===== config.mk =====
export PLATFORM = sky130hd
export DESIGN_NAME = neuron_mac
export DESIGN_NICKNAME = d
export VERILOG_FILES = /design/src/rtl/neuron_mac.sv
export SDC_FILE = /design/constraint.sdc
export NUM_CORES = 1
export LEC_CHECK = 0
export ABC_AREA = 1
export ABC_CLOCK_PERIOD_IN_PS = 2600
export CELL_PAD_IN_SITES_DETAIL_PLACEMENT = 0
export CELL_PAD_IN_SITES_GLOBAL_PLACEMENT = 1
export CORE_UTILIZATION = 47
export CTS_CLUSTER_SIZE = 8
export DETAILED_ROUTE_END_ITERATION = 8
export MAX_ROUTING_LAYER = met4
export PLACE_DENSITY_LB_ADDON = 0.08
export SETUP_SLACK_MARGIN = 0.3
export SYNTH_ARGS = -nofsm -noshare
export SYNTH_HDL_FRONTEND = slang
export SYNTH_SLANG_ARGS = --single-unit

===== constraint.sdc =====
create_clock -name clk -period 2.6 [get_ports clk]
set_input_delay 0.26 -clock clk [delete_from_list [all_inputs] [get_ports clk]]
set_output_delay 0.26 -clock clk [all_outputs]
set_load 0.02 [all_outputs]

===== src/rtl/neuron_mac.sv =====
// Single-neuron MAC: bias + sum of N Q7.8 x*w products, rounded and saturated
// back to Q7.8 and presented to the sigmoid stage with a one-cycle strobe.
module neuron_mac #(
  parameter int unsigned N_INPUTS = 4
) (
  input  logic        clk,
  input  logic        rst_n,
  input  logic        start,
  input  logic [15:0] bias,
  input  logic        in_valid,
  input  logic [15:0] x_in,
  input  logic [15:0] w_in,
  output logic        busy,
  output logic [15:0] sig_in,
  output logic        sig_ena
);

  localparam int unsigned DATA_W = 16;
  localparam int unsigned PROD_W = 32;
  localparam int unsigned ACC_W  = 40;
  localparam int unsigned FRAC_W = 8;
  localparam int unsigned CNT_W  = $clog2(N_INPUTS + 1);
  localparam logic [CNT_W-1:0] LAST_CNT = CNT_W'(N_INPUTS - 1);

  typedef enum logic [1:0] {
    S_IDLE  = 2'd0,
    S_ACCUM = 2'd1,
    S_DRAIN = 2'd2,
    S_OUT   = 2'd3
  } state_t;

  state_t                     r_state;
  state_t                     w_state_nxt;
  logic                       w_accept_start;
  logic                       w_beat;
  logic        [CNT_W-1:0]    r_cnt;
  logic signed [PROD_W-1:0]   r_prod_r;
  logic                       r_prod_v;
  logic signed [ACC_W-1:0]    r_acc;
  logic signed [PROD_W-1:0]   w_x;
  logic signed [PROD_W-1:0]   w_w;
  logic signed [PROD_W-1:0]   w_prod;
  logic signed [ACC_W-1:0]    w_rnd;
  logic        [DATA_W-1:0]   w_sat;
  logic        [DATA_W-1:0]   r_sig_in;
  logic                       r_sig_ena;

  // State register
  always_ff @(posedge clk or negedge rst_n) begin
    if (!rst_n) begin
      r_state <= S_IDLE;
    end else begin
      r_state <= w_state_nxt;
    end
  end

  // Next-state and beat/start acceptance decode
  always_comb begin
    w_state_nxt    = r_state;
    w_accept_start = 1'b0;
    w_beat         = 1'b0;
    case (r_state)
      S_IDLE: begin
        if (start) begin
          w_accept_start = 1'b1;
          w_state_nxt    = S_ACCUM;
        end
      end
      S_ACCUM: begin
        if (in_valid) begin
          w_beat = 1'b1;
          if (r_cnt == LAST_CNT) begin
            w_state_nxt = S_DRAIN;
          end
        end
      end
      S_DRAIN: w_state_nxt = S_OUT;
      S_OUT:   w_state_nxt = S_IDLE;
      default: w_state_nxt = S_IDLE;
    endcase
  end

  // Operands sign-extended to product width so the multiply is 32-bit signed
  assign w_x    = PROD_W'($signed(x_in));
  assign w_w    = PROD_W'($signed(w_in));
  assign w_prod = w_x * w_w;

  // Multiply stage and accumulator; the product lands in acc one edge later
  always_ff @(posedge clk or negedge rst_n) begin
    if (!rst_n) begin
      r_acc    <= '0;
      r_cnt    <= '0;
      r_prod_r <= '0;
      r_prod_v <= 1'b0;
    end else if (w_accept_start) begin
      r_acc    <= {{(ACC_W - DATA_W - FRAC_W){bias[DATA_W-1]}}, bias, {FRAC_W{1'b0}}};
      r_cnt    <= '0;
      r_prod_v <= 1'b0;
    end else begin
      if (r_prod_v) begin
        r_acc <= r_acc + ACC_W'(r_prod_r);
      end
      r_prod_v <= w_beat;
      if (w_beat) begin
        r_prod_r <= w_prod;
        r_cnt    <= r_cnt + CNT_W'(1);
      end
    end
  end

  // Round half toward +inf, then saturate to Q7.8
  assign w_rnd = (r_acc + 40'sd128) >>> FRAC_W;

  always_comb begin
    w_sat = DATA_W'(w_rnd);
    if (w_rnd > 40'sd32767) begin
      w_sat = 16'h7FFF;
    end else if (w_rnd < -40'sd32768) begin
      w_sat = 16'h8000;
    end
  end

  // Result register and strobe toward the sigmoid
  always_ff @(posedge clk or negedge rst_n) begin
    if (!rst_n) begin
      r_sig_in  <= '0;
      r_sig_ena <= 1'b0;
    end else begin
      r_sig_ena <= (r_state == S_OUT);
      if (r_state == S_OUT) begin
        r_sig_in <= w_sat;
      end
    end
  end

  assign busy    = (r_state != S_IDLE);
  assign sig_in  = r_sig_in;
  assign sig_ena = r_sig_ena;

endmodule


==> flow_metrics.env <==
export IMPL_max_freq_ghz=0.190
export IMPL_clockRootBuffer="clkbuf_16"
export IMPL_synth_most_common_cell="nand2_1"
export IMPL_cp_required_ns=2.85
export IMPL_gr_usage_all_layers=0.345
export IMPL_critPathBufInv=7
export IMPL_worst_slew_pin_slew_ns=0.750
export IMPL_fin_crit_ns=5.27
export IMPL_syn_inst=2502
export IMPL_critPathArrivalTime_ns=5.52
export IMPL_insertion_delay_ns=0.37
export IMPL_drive_gt1_frac=0.372
export IMPL_cts_htree_levels=3
export IMPL_finalSetupViolCount=28
export IMPL_final_seq_area_mm2=0.00240
export IMPL_synth_xor_area_frac=0.0210
export IMPL_critPathLaunchType="primary input"
export IMPL_yosys_area_share_adder=0.384
export IMPL_finClkSkew_ns=0.0159
export IMPL_netlist_top_cells_count="nand2_1 (660), inv_1 (608), fa_1 (263), nor2_1 (195), ha_1 (129)"
export IMPL_rows=71
export IMPL_multiInputGateArea_mm2=0.0159
export IMPL_placed_area_mm2=0.0221
export IMPL_fin_ws_ns=-2.67
export IMPL_r2r_end="sig_in[2]$_DFFE_PN0P_"
export IMPL_endpoint="r_prod_r[24]$_DFFE_PN0P_"
export IMPL_ys_ff_latch=95
export IMPL_syn_nets=2946
export IMPL_crit_path_frequent_cell="fa_1"
export IMPL_relSlewSlack=0.500
export IMPL_path_delay_family="adder cells"
export IMPL_rr_startpoint="r_acc[15]$_DFFE_PN0P_"
export IMPL_synth_compound_area_frac=0.0877
export IMPL_synth_warnings=0
export IMPL_nets=3375
export IMPL_yosysSeqAreaShare=0.133
export IMPL_area_growth_pct=48.2
export IMPL_fin_area_mm2=0.0266
export IMPL_maxCapViolations=0
export IMPL_cp_cell_sequence="buf_2 > buf_12 > buf_4 > nand2_1 > fa_1 > fa_1 > fa_1 > inv_2 > fa_2 > fa_1 > inv_1 > fa_1 > inv_2 > ha_4 > a21oi_4 > o21ai_1 > a21oi_2 > nand3_2 > a21o_1 > buf_4 > or2_4 > nand3_2 > nand2_1"
export IMPL_die_area_mm2=0.0389
export IMPL_yosysUniqueCellTypes=45
export IMPL_finalSetupTns_ns=-61.01
export IMPL_end_kind="register"
export IMPL_rsz0062_at_grt="true"
export IMPL_drtPass1Iterations=5
export IMPL_critPathLaunch="x_in[14]"
export IMPL_netlist_top_cell_by_area="fa_1"
export IMPL_port_buffers=69
export IMPL_synth_top_area_frac=0.294
export IMPL_worstPathMaxFanout=4
export IMPL_final_util=0.707
export IMPL_io_pins=70
export IMPL_syn_area_mm2=0.0179
export IMPL_place_congestion=0.951
export IMPL_synth_area_per_cell_um2=7.16
export IMPL_crit_slowest_cell="fa_1"
export IMPL_cp_slowest_stage_delay_ns=0.58
export IMPL_cts_buffers=9
export IMPL_fp_dieW_um=197
export IMPL_hold_viol_final=0
export IMPL_grt_pass1_wl_um=99400
export IMPL_ys_flop_type="dfrtp_1"
export IMPL_path_clk_slew_ns=0.08
export IMPL_dp_hpwl_um=48600
export IMPL_rrSetupSlack_ns=0.24
export IMPL_ant_nets=0
export IMPL_first_iter_violations=1214
export IMPL_slew_viol_final=0
export IMPL_synth_mux_area_frac=0
export IMPL_criticalPathCategory="primary input to register"
export IMPL_violations="setup timing"
export IMPL_start_util=0.477
export IMPL_clock_sinks=95
export IMPL_drc=0
export IMPL_cts_buffer_depth=2
export IMPL_antenna_found_initial=1
export IMPL_diodes=0
export IMPL_worstHoldPathType="primary input to register"
export IMPL_finalCritPeriodShare=2.03
export IMPL_synth_edf_count=0
export IMPL_synth_simple_gate_area_frac=0.230
export IMPL_grt_ovfl_total=0
export IMPL_synth_top_family_by_area="adder cells"
export IMPL_cts_tree="yes"
export IMPL_nFillCells=3054
export IMPL_vias_per_cell=5.21
export IMPL_grt_pass1_vias=18300
export IMPL_status="finished, violations left"
export IMPL_wl_per_cell_um=18.4
export IMPL_ff2ff_path_depth=13
export IMPL_synthArstFlopShare=1.00
export IMPL_postRouteWirelength_um=63400
export IMPL_path_depth=23
export IMPL_grt_max_degree=52
export IMPL_synth_area_leaders="fa_1 (29%), nand2_1 (14%), dfrtp_1 (13%)"
export IMPL_coreArea_mm2=0.0376
export IMPL_num_vias=18000
export IMPL_die_h_um=197
stage by stage:
step,instances,setup slack (ns),hold WS (ns)
after floorplan,2502,-2.52,-0.0356
after global placement,3284,-3.34,0.334
after detailed placement,3284,-3.40,0.358
after CTS,3388,-2.59,0.459
after global routing,3447,-2.90,0.462
final,3447,-2.67,0.450
cells in the final DEF (no fill, tap or decap), drive strengths merged, types with 4 or more instances in the layout:
cell	count
nand2	666
inv	612
buf	445
fa	263
nor2	204
ha	129
a21oi	102
dfrtp	95
nand3	94
o21ai	85
clkdlybuf4s50	37
xnor2	25
xor2	18
or2	18
o21bai	17
a21o	14
nand4	14
a31oi	13
o211ai	11
clkbuf	10
nor3	8
bufbuf	6
nor4	5
a21boi	5
clkdlybuf4s15	4
logic make-up (layout without fill, tap and decap cells):
group | Yosys count | after routing
xor gates and xnor gates | 43 | 43
AOI/OAI and AO/OA | 267 | 267
and+or+nand+nor | 1017 | 1018
buffers and inverters | 688 | 1121
DFF | 95 | 95
adders and majority gates | 392 | 392
flip-flops by register name (all words and copies together) (netlist names):
signal / flops
r_acc: 40
r_cnt: 3
r_prod_r: 32
r_prod_v: 1
r_state: 2
sig_ena: 1
sig_in: 16
per-layer routing:
| layer | wire length, µm | GRT usage |
|---|---|---|
| met1 | 28200 | 0.477 |
| met2 | 28700 | 0.517 |
| met3 | 5110 | 0.0753 |
| met4 | 1470 | 0.0775 |
| met5 | 0 | - |
timing repair:
action,in CTS,in global routing
hold endpoints to repair,24,0
hold buffers,1,0
gates cloned,15,2
resized for setup,442,419
pin swaps,192,163
setup endpoints to repair,71,73
setup buffers,72,57
worst min-delay path by stage:
stage / startpoint / endpoint / cells past startpoint
4_1_cts: bias[10] / r_acc[18]$_DFFE_PN0P_ / 3
3_3_place_gp: rst_n / sig_in[15]$_DFFE_PN0P_ / 1
5_1_grt: bias[10] / r_acc[18]$_DFFE_PN0P_ / 3
2_1_floorplan: rst_n / r_acc[0]$_DFFE_PN0P_ / 0
3_5_place_dp: rst_n / sig_in[15]$_DFFE_PN0P_ / 1
6_report: bias[10] / r_acc[18]$_DFFE_PN0P_ / 3
final cells by class:
type	count	share of cell area
clock buffer	9	0.00848
timing repair buffer	495	0.189
inverter	610	0.0868
multi-input combinational	1720	0.597
tap	511	0.0241
sequential	95	0.0904
clock inverter	7	0.00443
worst min-delay path: stages:
cell and delay, ns:
clkdlybuf4s50_1 0.40, nand2_1 0.08, nand3_2 0.05
Power is left out: the tool's default activity adds up to more than one toggle a clock period on the data nets, which glitch-free logic cannot reach.
